--- config.mk ---
export PLATFORM = sky130hd
export DESIGN_NAME = osc_freq_counter
export DESIGN_NICKNAME = d
export VERILOG_FILES = /design/src/rtl/osc_freq_counter.sv
export SDC_FILE = /design/constraint.sdc
export NUM_CORES = 1
export LEC_CHECK = 0
export CAP_MARGIN = 40
export CORE_ASPECT_RATIO = 0.7
export CORE_MARGIN = 8
export CORE_UTILIZATION = 65
export DETAILED_ROUTE_END_ITERATION = 8
export GPL_ROUTABILITY_DRIVEN = 0
export GPL_TIMING_DRIVEN = 0
export PLACE_DENSITY = 0.92
export REMOVE_ABC_BUFFERS = 1
export SETUP_SLACK_MARGIN = 0.5
export SLEW_MARGIN = 20
export SYNTH_ARGS = -nofsm -noshare
export SYNTH_HDL_FRONTEND = slang
export SYNTH_SLANG_ARGS = --single-unit
--- constraint.sdc ---
create_clock -name clk -period 3.5 [get_ports clk]
set_clock_uncertainty 0.05 [all_clocks]
set_input_delay 1.05 -clock clk [delete_from_list [all_inputs] [get_ports clk]]
set_output_delay 1.05 -clock clk [all_outputs]
set_load 0.01 [all_outputs]
--- src/rtl/osc_freq_counter.sv ---
// rtl/osc_freq_counter.sv - gated, averaged rising-edge counter for one antenna oscillator
module osc_freq_counter #(
    parameter int OUT_B       = 16,
    parameter int GATE_CYCLES = 50000,
    parameter int AVG_LOG2    = 2
) (
    input  logic             clk,
    input  logic             reset_n,
    input  logic             enable,
    input  logic             osc_in,
    output logic [OUT_B-1:0] out_data,
    output logic             out_valid,
    output logic             out_overflow
);

    localparam int GW = $clog2(GATE_CYCLES);
    localparam int AW = OUT_B + AVG_LOG2;
    localparam int WW = (AVG_LOG2 > 0) ? AVG_LOG2 : 1;
    localparam logic [GW-1:0]    GATE_LAST = GW'(GATE_CYCLES - 1);
    localparam logic [WW-1:0]    WIN_LAST  = WW'((1 << AVG_LOG2) - 1);
    localparam logic [OUT_B-1:0] ONES      = '1;

    typedef enum logic {IDLE, COUNT} state_t;

    state_t state, state_nxt;
    logic counting, terminal;

    logic s1, s2, s3, osc_rise;

    logic [GW-1:0]    gate_cnt;
    logic [OUT_B-1:0] edge_cnt, cnt_inc, snapshot;
    logic             sat, sat_inc, snap_sat, acc_stb;

    logic [AW-1:0]    acc, acc_sum;
    logic [WW-1:0]    win_idx;
    logic             sticky_ovf, ovf_sum, win_last, fire;
    logic [OUT_B-1:0] final_data;
    logic             final_ovf, out_stb;

    // osc_in is asynchronous: two flops to resolve metastability, a third for edge detect
    always_ff @(posedge clk or negedge reset_n) begin
        if (!reset_n) begin
            s1 <= 1'b0;
            s2 <= 1'b0;
            s3 <= 1'b0;
        end else begin
            s1 <= osc_in;
            s2 <= s1;
            s3 <= s2;
        end
    end

    assign osc_rise = s2 & ~s3;

    always_ff @(posedge clk or negedge reset_n) begin
        if (!reset_n) state <= IDLE;
        else          state <= state_nxt;
    end

    always_comb begin
        state_nxt = state;
        case (state)
            IDLE:    if (enable)  state_nxt = COUNT;
            COUNT:   if (!enable) state_nxt = IDLE;
            default: state_nxt = IDLE;
        endcase
    end

    always_comb begin
        counting = (state == COUNT);
        terminal = counting && (gate_cnt == GATE_LAST);
    end

    // The count including this cycle's edge; an edge at all-ones marks the window saturated
    assign cnt_inc = (osc_rise && edge_cnt != ONES) ? edge_cnt + 1'b1 : edge_cnt;
    assign sat_inc = sat | (osc_rise & (edge_cnt == ONES));

    always_ff @(posedge clk or negedge reset_n) begin
        if (!reset_n) begin
            gate_cnt <= '0;
            edge_cnt <= '0;
            sat      <= 1'b0;
            snapshot <= '0;
            snap_sat <= 1'b0;
            acc_stb  <= 1'b0;
        end else begin
            acc_stb <= terminal;
            if (terminal) begin
                snapshot <= cnt_inc;
                snap_sat <= sat_inc;
            end
            if (!counting || terminal) begin
                gate_cnt <= '0;
                edge_cnt <= '0;
                sat      <= 1'b0;
            end else begin
                gate_cnt <= gate_cnt + 1'b1;
                edge_cnt <= cnt_inc;
                sat      <= sat_inc;
            end
        end
    end

    assign acc_sum  = acc + AW'(snapshot);
    assign ovf_sum  = sticky_ovf | snap_sat;
    assign win_last = (win_idx == WIN_LAST);
    assign fire     = acc_stb && win_last;

    // A launched final window still produces its sample even if enable has dropped;
    // partial averages are discarded whenever the FSM is idle
    always_ff @(posedge clk or negedge reset_n) begin
        if (!reset_n) begin
            acc        <= '0;
            sticky_ovf <= 1'b0;
            win_idx    <= '0;
            final_data <= '0;
            final_ovf  <= 1'b0;
            out_stb    <= 1'b0;
        end else begin
            out_stb <= fire;
            if (fire) begin
                final_data <= acc_sum[AW-1 -: OUT_B];
                final_ovf  <= ovf_sum;
            end
            if (!counting || fire) begin
                acc        <= '0;
                sticky_ovf <= 1'b0;
                win_idx    <= '0;
            end else if (acc_stb) begin
                acc        <= acc_sum;
                sticky_ovf <= ovf_sum;
                win_idx    <= win_idx + 1'b1;
            end
        end
    end

    always_ff @(posedge clk or negedge reset_n) begin
        if (!reset_n) begin
            out_data     <= '0;
            out_valid    <= 1'b0;
            out_overflow <= 1'b0;
        end else begin
            out_valid <= out_stb;
            if (out_stb) begin
                out_data     <= final_ovf ? ONES : final_data;
                out_overflow <= final_ovf;
            end
        end
    end

endmodule
# Word-level counts from Yosys, hierarchy flattened
# Cells that the tools add are included.
[word_totals]
ff_bits = 112
elab_cells = 51
[op_classes]
addsub = 4
n_eq_ne = 4
mux = 12
bitwise = 5
reduce_logical = 7
[op_table]
columns = ["operator", "n"]
rows = [
  ["two-way mux 16 bit", 4],
  ["two-way mux 18 bit", 2],
  ["adder 16 x 1 -> 16 bit, second input constant", 2],
  ["== test 16 bit, second input constant", 2],
  ["adder 18 x 16 -> 18 bit", 1],
  ["inequality test 16 bit, second input constant", 1],
  ["two-way mux 1 bit", 4],
  ["two-way mux 2 bit", 2],
  ["logical AND 1 bit", 3],
  ["adder 2 x 1 -> 2 bit, second input constant", 1],
  ["AND 1 bit", 2],
  ["== test 2 bit, second input constant", 1],
  ["logical OR 1 bit", 2],
  ["OR 1 bit", 2],
  ["nonzero test 2 bit", 1],
  ["zero test 1 bit", 1],
  ["inverter 1 bit", 1],
]

# Depth between registers and ports, before layout
[logic_depth]
ltp_word = 5
ltp_mapped = 8

# Least setup slack after synthesis
# OpenSTA, ideal clock, no wires.
[synth_path]
path_kind = "register -> register"
start = "register snapshot[0]"
end = "register final_data[12]"
setup_ns = 0.125
arrival_time_ns = 2.050
t_required_ns = 3.325
slack_ns = 1.276
stages_incl_launch_ff = 9
synth_period_minus_slack_ns = 2.224
path_cell_list = "dfrtp_1 -> ha_1 -> fa_1 -> a211oi_1 -> o211ai_1 -> nand2_1 -> o221ai_2 -> xor2_1 -> mux2_2"
[synth_via]
elab_chain_cells = 1
[synth_rtl]
columns = ["element", "line_no", "text"]
rows = [
  ["start, declared", "31", "logic [OUT_B-1:0] edge_cnt, cnt_inc, snapshot;"],
  ["start signal, assigned", "89", "snapshot <= cnt_inc;"],
  ["adder 18 x 16 -> 18 bit", "104", "assign acc_sum = acc + AW'(snapshot);"],
  ["end signal, assigned", "122", "final_data <= acc_sum[AW-1 -: OUT_B];"],
  ["end, declared", "37", "logic [OUT_B-1:0] final_data;"],
]
# No other way between the ends.
# A chain may end at the register's enable or synchronous reset.

# Final worst setup path
# Ends and elaborated chain as after synthesis.

==> metrics.md <==
| Metric | Value |
|---|---|
| Worst slew margin | 0.547 |
| Port bufs | 21 |
| Synth Flop Type | dfrtp_1 |
| Design area | around 5900 sq um |
| Ys Warns | 0 |
| Top Ports | 22 |
| Setup slack, reg-to-reg | 790 ps |
| Placeable Area | 7870 sq um |
| Routed length per placed instance | 17.1 um |
| Yosys cell types | between 50 and 60 |
| Post-synthesis simple-gate area fraction | 0.149 |
| Total die area | 11300 sq um |
| CTS H-tree depth | 3 |
| Post-synth top area share | 0.532 |
| Post-Route WL | approximately 11 mm |
| Root Driver | clkbuf_16 |
| Mapped Cells | 512 |
| Syn_area_per_cell | 10.3 sq um |
| Drt drc | 0 |
| Crit. End Element | register |
| Initial antenna violation count | 0 |
| Hold Vio Cnt, Final | 0 |
| XOR/XNOR share of the synthesized area | 0.0632 |
| Final period utilization | 0.775 |
| EDFF count, synth | 0 |
| Largest area contributor in the netlist | dfrtp_1 |
| Final worst path period need | 2710 ps |
| First-pass GRT wire length | approximately 19 mm |
| Placed cells | slightly above 600 |
| Die X | about 120 um |
| Number of global-route vias before repair | slightly below 4000 |
| Most numerous cell in the Yosys netlist | dfrtp_1 |
| Setup TNS | 0 ps |
| Grt ovf | 0 |
| Cts hold-fix bufs | 0 |
| Post-Syn Area | between 5000 and 6000 sq um |
| Post-cts sizing count | 0 |
| Max-cap violation count | 0 |
| Startpoint types | register |
| Die Height | between 90 and 100 um |
| Peak fanout along the critical path | 5 |
| Row count | 27 |
| DP HPWL | approximately 7.1 mm |
| # setup viols final | 0 |
| Fmax | roughly 370 MHz |
| Switch share | 0.205 |
| Worst EP required | 3690 ps |
| Combinational fraction of design power | 0.023 |
| Register area share after synthesis | 0.532 |
| Largest net degree at the start of global routing | 74 |
| GRT Util Overall | 0.205 |
| Vias | between 3000 and 4000 |
| PD cells | between 400 and 500 nW/um^2 |
| Post-synthesis mux area share | 0.0302 |
| Final Max Tran Viols | 0 |
| Hold Crit Class | reg2reg |
| Peak VDD IR | approximately 0.00035 V |
| Top post-synthesis cells by area | dfrtp_1 53%, nor2_1 5.2%, ha_1 4.5% |
| P_int | 1.94 mW |
| Vias per cell | between 6 and 7 |
| Placed instance area | between 5000 and 6000 sq um |
| CTS tree | done |
| Synth Register Bits | 112 |
| Reg clk slew, reported paths | 70 ps |
| Layout Nets | roughly 550 |
| RSZ-0062 raised after global routing | false |
| Hold WS | between 300 and 400 ps |
| Commonest cells in the netlist | 112 x dfrtp_1, 73 x nor2_1, 50 x nand2_1 |
| Total CTS buffers | 9 |
| Antenna viol nets, final | 0 |
| Iter 0 DRT Violations | between 200 and 300 |
| Main combinational cell family by area after synthesis | compound AO/OA/AOI/OAI gates |
| Post-synthesis adder-cell area fraction | 0.0490 |
| Clock Power Share | 0.443 |
| Share of cells above drive strength 1 | 0.0899 |
| Clk sink count | between 100 and 150 |
| Synth Area in Compound Gates | 0.151 |
| Critical Path AT | 2900 ps |
| Setup CP Type | reg2reg |
| Synth-to-Final Area Change | 12.6% |
| Max clock buf depth | 2 |
| Pre-antenna DRT Iters | 5 |
| Lkg Pwr | about 2.8 nW |
| Post-CTS setup buffers | 0 |
| CP peak stage delay | between 400 and 500 ps |
| Cell Count, Final, Fillers Out | about 640 |
| Sw Pwr | around 0.5 mW |
| Slew @ Worst Pin | 679 ps |
| Status | complete, no violations |
| Skew-Pair Late Insertion Delay | around 350 ps |
| CP cell instances | ha_1, fa_1, a211oi_1, o211ai_1, nand2_1, o221ai_2, xor2_1, mux2_2 |
| Diode count | 0 |
| Initial Util | 0.669 |
| Critical Path Slowest Stage Cell | fa_1 |
| Flop pwr share | 0.534 |
| Post-layout total power | ~2.4 mW |
| Asr flop ratio synth | 1.00 |
==> cell type report <==
cell class              instances  area [sq um]
flip-flops and latches        112          2800
multi-input cells             369          2330
fillers                       505          1940
repair buffers                 27           319
clock buffers                  11           233
well taps                     101           126
clock inverters                 5          81.3
inverters                      10          37.5
==> critical path: cells and delay by family (launching register included) <==
kind	cells	cell delay [ps]
compound gates	3	800
fa+ha+maj	2	700
flops	1	390
mux	1	280
simple gates	1	190
xor+xnor	1	190
==> cells by family (layout without fill, tap and decap cells) <==
group | after synthesis | in the layout
xor+xnor | 38 | 38
flops | 112 | 112
compound gates | 122 | 122
simple gates | 175 | 175
mux | 14 | 14
buf+inv | 31 | 53
fa+ha+maj | 20 | 20
==> power by group through the flow <==
stage	Clock [mW]	Sequential [mW]	Combinational, mW
floorplan	0	1.33	0.0158
global placement	0	1.33	0.0480
detailed placement	0	1.33	0.0562
CTS	1.10	1.31	0.0570
global route	1.15	1.31	0.0662
finish	1.08	1.31	0.0569
==> per-layer routing <==
layer | up-vias | wire length (um) | global-route usage
met1 | 1940 | 4930 | 0.275
met5 | - | 0 | 0
li1 | 1823 | - | -
met4 | 0 | 197 | 0.0659
met3 | 20 | 571 | 0.0526
met2 | 133 | 5160 | 0.320
==> metrics by stage <==
| step | utilization | worst slack [ps] |
|---|---|---|
| after floorplan | - | 1280 |
| after global placement | 0.699 | -2740 |
| after detailed placement | 0.711 | 976 |
| after CTS | 0.751 | 859 |
| after global routing | 0.753 | 730 |
| final | 0.753 | 786 |
==> state kept, by name (all words and copies together) (netlist names), 2 cells and up <==
register / count
gate_cnt: 16
edge_cnt: 16
out_data: 16
win_idx: 2
acc: 18
snapshot: 16
final_data: 16
==> placed cells by master, fill, tap and decap left out, types with 2 or more instances in the layout <==
cell,n
nand4_1,9
dfrtp_1,112
and4_1,2
a21oi_1,36
nor2b_1,3
o21a_1,2
o21ai_0,28
a21o_1,3
clkbuf_16,9
and3_1,6
nand2_1,50
buf_8,3
a211o_1,2
xor2_1,23
o2111ai_1,2
mux2i_1,2
o21ai_1,5
clkdlybuf4s50_1,20
buf_16,2
a21boi_0,2
o21bai_1,2
a31oi_1,6
a22o_1,15
a21o_2,4
nand3_1,15
clkbuf_1,2
nor2_1,73
or2_2,3
inv_1,10
and2_1,2
ha_1,19
o211ai_1,4
or3_1,5
bufinv_16,2
mux2_2,11
xnor2_1,15
==> worst paths after layout <==
kind	from	to	cells after the start
max	snapshot[0]	final_data[12]	8
min	s1	s2	0
max reg2reg	snapshot[0]	final_data[12]	8
min reg2reg	s1	s2	0
max in group asynchronous	reset_n	snap_sat	2
min in group asynchronous	reset_n	s2	1
No activity file was read; power rests on OpenSTA's default activity.
